`config.mk`:
```
export PLATFORM = sky130hd
export DESIGN_NAME = aes_inv_cipher_iter
export DESIGN_NICKNAME = d
export VERILOG_FILES = /design/src/rtl/aes_inv_cipher_iter.sv
export SDC_FILE = /design/constraint.sdc
export NUM_CORES = 2
export LEC_CHECK = 0
export ABC_CLOCK_PERIOD_IN_PS = 14100
export CAP_MARGIN = 20
export CELL_PAD_IN_SITES_DETAIL_PLACEMENT = 1
export CELL_PAD_IN_SITES_GLOBAL_PLACEMENT = 2
export CORE_MARGIN = 2
export CORE_UTILIZATION = 40
export DETAILED_ROUTE_END_ITERATION = 16
export PLACE_DENSITY = 0.93
export SLEW_MARGIN = 20
export SYNTH_ARGS = -nofsm -noshare
export SYNTH_HDL_FRONTEND = slang
export SYNTH_SLANG_ARGS = --single-unit
```
`constraint.sdc`:
```
create_clock -name clk -period 14.1 [get_ports clk]
set_input_delay 2.82 -clock clk [delete_from_list [all_inputs] [get_ports clk]]
set_output_delay 2.82 -clock clk [all_outputs]
set_load 0.01 [all_outputs]
```
`src/rtl/aes_inv_cipher_iter.sv`:
```
// Iterative AES inverse cipher: one inverse round per clock on a single 128-bit state.
// Nr is chosen per block (AES-128/192/256); round keys are fetched by index from an external store.
module aes_inv_cipher_iter #(
  parameter int unsigned MAX_NR = 14,
  parameter int unsigned IDX_W  = 4
) (
  input  logic             clk,
  input  logic             rst_n,
  input  logic             in_valid,
  output logic             in_ready,
  input  logic [127:0]     in_data,
  input  logic [1:0]       key_len,
  output logic [IDX_W-1:0] rk_idx,
  input  logic [127:0]     rk_data,
  output logic             out_valid,
  input  logic             out_ready,
  output logic [127:0]     out_data,
  output logic             err
);

  localparam logic [1:0] S_IDLE   = 2'd0;
  localparam logic [1:0] S_WHITEN = 2'd1;
  localparam logic [1:0] S_ROUND  = 2'd2;
  localparam logic [1:0] S_DONE   = 2'd3;

  // Inverse S-box, entry 0 in the most significant byte.
  localparam logic [2047:0] INV_SBOX = {
    128'h52096ad53036a538bf40a39e81f3d7fb,
    128'h7ce339829b2fff87348e4344c4dee9cb,
    128'h547b9432a6c2233dee4c950b42fac34e,
    128'h082ea16628d924b2765ba2496d8bd125,
    128'h72f8f66486689816d4a45ccc5d65b692,
    128'h6c704850fdedb9da5e154657a78d9d84,
    128'h90d8ab008cbcd30af7e45805b8b34506,
    128'hd02c1e8fca3f0f02c1afbd0301138a6b,
    128'h3a9111414f67dcea97f2cfcef0b4e673,
    128'h96ac7422e7ad3585e2f937e81c75df6e,
    128'h47f11a711d29c5896fb7620eaa18be1b,
    128'hfc563e4bc6d279209adbc0fe78cd5af4,
    128'h1fdda8338807c731b11210592780ec5f,
    128'h60517fa919b54a0d2de57a9f93c99cef,
    128'ha0e03b4dae2af5b0c8ebbb3c83539961,
    128'h172b047eba77d626e169146355210c7d
  };

  function automatic logic [7:0] inv_sbox(input logic [7:0] x);
    return INV_SBOX[2047 - 8*int'(x) -: 8];
  endfunction

  function automatic logic [7:0] xtime(input logic [7:0] b);
    return {b[6:0], 1'b0} ^ (b[7] ? 8'h1b : 8'h00);
  endfunction

  // Byte (row, col) sits at index row + 4*col; row r is rotated right by r.
  function automatic logic [127:0] inv_shift_rows(input logic [127:0] s);
    logic [127:0] r;
    r = '0;
    for (int unsigned c = 0; c < 4; c++)
      for (int unsigned row = 0; row < 4; row++)
        r[127 - 8*(row + 4*c) -: 8] = s[127 - 8*(row + 4*((c + 4 - row) % 4)) -: 8];
    return r;
  endfunction

  function automatic logic [127:0] inv_sub_bytes(input logic [127:0] s);
    logic [127:0] r;
    r = '0;
    for (int unsigned i = 0; i < 16; i++)
      r[127 - 8*i -: 8] = inv_sbox(s[127 - 8*i -: 8]);
    return r;
  endfunction

  function automatic logic [31:0] inv_mix_col(input logic [31:0] col);
    logic [7:0] a, m2, m4, m8;
    logic [7:0] m9 [4];
    logic [7:0] mb [4];
    logic [7:0] md [4];
    logic [7:0] me [4];
    for (int unsigned i = 0; i < 4; i++) begin
      a     = col[31 - 8*i -: 8];
      m2    = xtime(a);
      m4    = xtime(m2);
      m8    = xtime(m4);
      m9[i] = m8 ^ a;
      mb[i] = m8 ^ m2 ^ a;
      md[i] = m8 ^ m4 ^ a;
      me[i] = m8 ^ m4 ^ m2;
    end
    return {me[0] ^ mb[1] ^ md[2] ^ m9[3],
            m9[0] ^ me[1] ^ mb[2] ^ md[3],
            md[0] ^ m9[1] ^ me[2] ^ mb[3],
            mb[0] ^ md[1] ^ m9[2] ^ me[3]};
  endfunction

  function automatic logic [127:0] inv_mix_columns(input logic [127:0] s);
    logic [127:0] r;
    r = '0;
    for (int unsigned c = 0; c < 4; c++)
      r[127 - 32*c -: 32] = inv_mix_col(s[127 - 32*c -: 32]);
    return r;
  endfunction

  logic [1:0]       state_q, state_d;
  logic [127:0]     st_q, st_d;
  logic [IDX_W-1:0] nr_q, nr_d;
  logic [IDX_W-1:0] rnd_q, rnd_d;
  logic             err_q, err_d;

  logic [127:0]     ark;
  logic [127:0]     imc;
  logic [4:0]       nr_sel;
  logic             key_ok;

  always_comb begin
    ark = inv_sub_bytes(inv_shift_rows(st_q)) ^ rk_data;
    imc = inv_mix_columns(ark);
  end

  always_comb begin
    case (key_len)
      2'd0:    nr_sel = 5'd10;
      2'd1:    nr_sel = 5'd12;
      2'd2:    nr_sel = 5'd14;
      default: nr_sel = 5'd0;
    endcase
    key_ok = (key_len != 2'd3) && (32'(nr_sel) <= MAX_NR);
  end

  always_comb begin
    state_d = state_q;
    st_d    = st_q;
    nr_d    = nr_q;
    rnd_d   = rnd_q;
    err_d   = 1'b0;
    case (state_q)
      S_IDLE: begin
        if (in_valid) begin
          if (key_ok) begin
            st_d    = in_data;
            nr_d    = IDX_W'(nr_sel);
            rnd_d   = IDX_W'(nr_sel);
            state_d = S_WHITEN;
          end else begin
            err_d = 1'b1;
          end
        end
      end
      S_WHITEN: begin
        st_d    = st_q ^ rk_data;
        rnd_d   = nr_q - 1'b1;
        state_d = S_ROUND;
      end
      S_ROUND: begin
        if (rnd_q != '0) begin
          st_d  = imc;
          rnd_d = rnd_q - 1'b1;
        end else begin
          st_d    = ark;
          state_d = S_DONE;
        end
      end
      default: begin
        if (out_ready) state_d = S_IDLE;
      end
    endcase
  end

  always_ff @(posedge clk) begin
    if (!rst_n) begin
      state_q <= S_IDLE;
      st_q    <= '0;
      nr_q    <= '0;
      rnd_q   <= '0;
      err_q   <= 1'b0;
    end else begin
      state_q <= state_d;
      st_q    <= st_d;
      nr_q    <= nr_d;
      rnd_q   <= rnd_d;
      err_q   <= err_d;
    end
  end

  always_comb begin
    case (state_q)
      S_WHITEN: rk_idx = nr_q;
      S_ROUND:  rk_idx = rnd_q;
      default:  rk_idx = '0;
    endcase
  end

  // in_ready is also held low while reset is asserted.
  assign in_ready  = rst_n && (state_q == S_IDLE);
  assign out_valid = (state_q == S_DONE);
  assign out_data  = out_valid ? st_q : '0;
  assign err       = err_q;

endmodule

```
# Yosys cells after proc, flatten, opt, wreduce, memory -nomap -nowiden
# Cells that the tools add are included.
[word_totals]
regBits = 139
inputBits = 262
output_inout_bits = 135
word_cells = 321
[classes]
n_addsub = 18
magnitude_cmp = 1
n_eq_ne = 10
shifts = 16
mux = 65
n_bitwise = 194
reduce_logical = 12
[op_table]
columns = ["op", "count"]
rows = [
  ["2055-bit by 12-bit indexed part select with 8-bit output (first input constant)", 16],
  ["8-bit XOR", 144],
  ["128-bit 2-to-1 mux", 4],
  ["128-bit one-hot mux with 3 select lines", 1],
  ["8-bit by 5-bit XOR with 8-bit output", 48],
  ["128-bit XOR", 2],
  ["5-bit 2-to-1 mux", 48],
  ["11-bit by 11-bit subtractor with 12-bit output (first input constant)", 16],
  ["4-bit one-hot mux with 3 select lines", 2],
  ["4-bit 2-to-1 mux", 3],
  ["2-bit != test (second input constant)", 5],
  ["3-bit AND reduction", 3],
  ["2-bit 2-to-1 mux", 4],
  ["4-bit one-hot mux with 2 select lines", 1],
  ["4-bit AND reduction", 2],
  ["4-bit nonzero test", 2],
  ["4-bit by 1-bit subtractor with 4-bit output (second input constant)", 2],
  ["2-bit == test (second input constant)", 3],
  ["2-bit one-hot mux with 3 select lines", 1],
  ["5-bit by 4-bit <= comparator with 1-bit output (second input constant)", 1],
  ["2-bit by 1-bit == test with 1-bit output (second input constant)", 2],
  ["2-bit zero test", 2],
  ["3-bit nonzero test", 1],
  ["1-bit logical AND", 2],
  ["1-bit 2-to-1 mux", 1],
]

# Logic depth before layout (Yosys ltp)
[logic_depth]
depth_word = 16
mapped_depth = 20
depth_no_buf = 14

# Least setup slack after synthesis
# OpenSTA, ideal clock, no wires.
[synth_timing]
kind = "input port to output port"
start = "input port rst_n"
end = "output port in_ready"
arrival_ns = 3.257
t_required_ns = 11.280
slack_ns = 8.023
cell_stages = 2
path_buffers = 1
cell_sequence = "clkbuf_1 > and2_1"
[synth_via]
elab_chain_cells = 1
[synth_lines]
columns = ["element", "line", "source"]
rows = [
  ["from (decl)", "8", "input logic rst_n,"],
  ["1-bit logical AND", "192", "assign in_ready = rst_n && (state_q == S_IDLE);"],
  ["to (decl)", "10", "output logic in_ready,"],
]
# Every way passes these cells.

# Worst setup path in the final report
# Same ends and word-level chain as after synthesis.

==> impl_metrics.json <==
{
  "status": "complete, no violations",
  "min_path_type": "flop to flop",
  "worstPathCellList": "clkdlybuf4s50_1, and2_1, clkdlybuf4s50_1",
  "vias_per_cell": 7.46,
  "grt_pass1_vias": 91445,
  "synthTopCellsByCount": "a21oi_1, nand2_1, o21ai_0",
  "worst_slew_pin_slew_ns": 1.23,
  "period_minus_slack_ns": 7.53,
  "r2r_cells": 15,
  "path_delay_family": "buffers and inverters",
  "syn_avg_cell_area_um2": 7.03,
  "synthCells": 11023,
  "cts_buffer_depth": 2,
  "numCtsBuffers": 17,
  "ys_warn_count": 0,
  "grtUsageMet1": 0.576,
  "cp_slowest_stage_delay_ns": 1.09,
  "first_pass_iters": 9,
  "cp-end-kind": "primary output",
  "fin_worst_skew_ns": 0.0180,
  "drive_gt1_frac": 0.0879,
  "cp.required_ns": 11.28,
  "cpMostUsedCell": "clkdlybuf4s50_1",
  "syn_area_um2": 77500,
  "syn-num-nets": 11545,
  "hold_viol": 0,
  "synthToLayoutAreaGrowth_pct": 5.13,
  "ys_types": 128,
  "drt_iter0_markers": 16382,
  "gp_congestion": 1.05,
  "synth_top_area_frac": 0.0556,
  "rows": 161,
  "yosys.area.top_type": "xnor2_1",
  "hp-start": "rnd_q[1]",
  "finalNetCount": 10905,
  "async_flop_share": 0,
  "critPathLaunchType": "input port",
  "cts_setup_buffers": 0,
  "dieArea_um2": 197000,
  "period_share": 0.534,
  "ctsHoldBuffers": 0,
  "avgRoutedWirePerCell_um": 35.2,
  "final_max_slew_viol_count": 0,
  "place.port_buffers": 396,
  "start_util": 0.402,
  "coreArea_um2": 193000,
  "grt_setup_unrepaired": "false",
  "fmax_ghz": 0.133,
  "clk_pin_slew_worst_paths_ns": 0.07,
  "synth.most_common_cell": "a21oi_1",
  "critPathBufInv": 2,
  "cts.root.buffer_cell": "clkbuf_16",
  "ctsHtreeMaxLevel": 4,
  "use_met3": 0.0839,
  "hold_end": "rnd_q[1]",
  "grt.total_usage": 0.438,
  "grt_max_degree": 140,
  "insertion_delay_ns": 0.55,
  "rrSetupSlack_ns": 6.88,
  "post_cts_resized": 0,
  "critPathSlowestCell": "clkdlybuf4s50_1",
  "io_pins": 397,
  "setup_violations": 0,
  "synth-edff-count": 0,
  "cts.sinks": 138,
  "drv_cap": 0,
  "top_usage_layer": "met2",
  "cp_max_fo": 10,
  "gr-total-overflow": 0,
  "grt_pass1_wl_um": 662000,
  "ys.flop_type": "dfxtp_1",
  "relSlewSlack": 0.174,
  "cts_tree": "yes",
  "crit_type": "input port to primary output",
  "drtAntennaViolNets": 0,
  "antenna_found_initial": 80,
  "r2r_start": "st_q[25]",
  "drc": 0,
  "wl_um": 457000,
  "r2r_end": "st_q[0]",
  "tns_ns": 0,
  "n_fill_cell": 24157,
  "yosysSeqAreaShare": 0.0356,
  "die-width_um": 444,
  "synth_seq_cells": 138,
  "synthTopCellsByArea": "xnor2_1, a21oi_1, o21ai_0",
  "chipHeight_um": 444,
  "holdPathStages": 2,
  "met2_usage": 0.649,
  "vias": 96893,
  "arrival_ns": 4.71,
  "dpl.hpwl_um": 326000
}
## layout make-up
class	count	area, µm²	share of cell area
antenna	63	158	0.00194
clock inverter	11	131	0.00161
sequential	138	2920	0.0358
tap	2526	3160	0.0388
multi-input combinational	9348	67800	0.832
clock buffer	21	482	0.00591
inverter	217	820	0.0101
timing repair buffer	661	5980	0.0734
## flip-flops by register name, summed over array words and instances (netlist names)
signal   flops
st_q       128
rnd_q        4
nr_q         3
state_q      2
err          1
## worst max path at each step
| stage | end | slack, ns | cells after the start | from |
|---|---|---|---|---|
| after global routing | in_ready | 6.56 | 3 | rst_n |
| after floorplan | in_ready | 8.02 | 2 | rst_n |
| final | in_ready | 6.57 | 3 | rst_n |
| after global placement | in_ready | 6.63 | 3 | rst_n |
| after detailed placement | in_ready | 6.59 | 3 | rst_n |
| after CTS | in_ready | 6.59 | 3 | rst_n |
## layer usage
metal	vias up	routed length, µm
met4	30	36300
met2	7046	194000
met1	47911	177000
met3	1432	49600
met5	-	201
li1	40474	-
## cell families (layout without fill, tap and decap cells)
group                    Yosys count  after routing  share of synthesized area
adder cells (fa/ha/maj)          260            260                     0.0420
multiplexers                     355            355                     0.0720
AND/OR/NAND/NOR                 3632           3632                      0.245
AO/OA/AOI/OAI                   4088           4088                      0.372
buffers and inverters           1537            910                     0.0907
XOR/XNOR                        1013           1013                      0.143
other                              0             63                          0
flip-flops                       138            138                     0.0356
## through the flow
step	utilization	hold WS, ns	setup slack (ns)	instance area (µm²)	instances
6_report	0.423	0.512	6.57	81500	12985
5_1_grt	0.423	0.550	6.56	81500	12982
4_1_cts	0.422	0.502	6.59	81300	12921
3_5_place_dp	0.419	0.494	6.59	80700	12889
3_3_place_gp	0.419	0.486	6.63	80700	12889
2_1_floorplan	-	0.458	8.02	77500	11023
## cell usage in the layout (no fill, tap or decap), drive strengths merged, types with 132 or more instances in the layout
cell type,count
nand2b,395
nand3,228
ha,260
nand2,782
buf,265
a221oi,144
mux4,155
a211oi,243
o21ai,718
clkdlybuf4s50,396
a311oi,173
and2,256
a31oi,239
o311ai,149
xnor2,526
nor2,679
a21oi,784
nor3,334
xor2,364
dfxtp,138
inv,200
o211ai,294
mux2i,132
nor2b,307
## worst register-to-register path, delay by kind of cell (launching register included)
kind                     cells  cell delay [ns]
multiplexers                 1             0.48
AO/OA/AOI/OAI                4             2.06
XOR/XNOR                     5             1.93
AND/OR/NAND/NOR              2             0.56
flip-flops                   1             0.32
buffers and inverters        2             0.84
adder cells (fa/ha/maj)      1             0.91
Power is not shown: default switching activity piles up to over one toggle a cycle in this logic, so the estimate is an artifact.
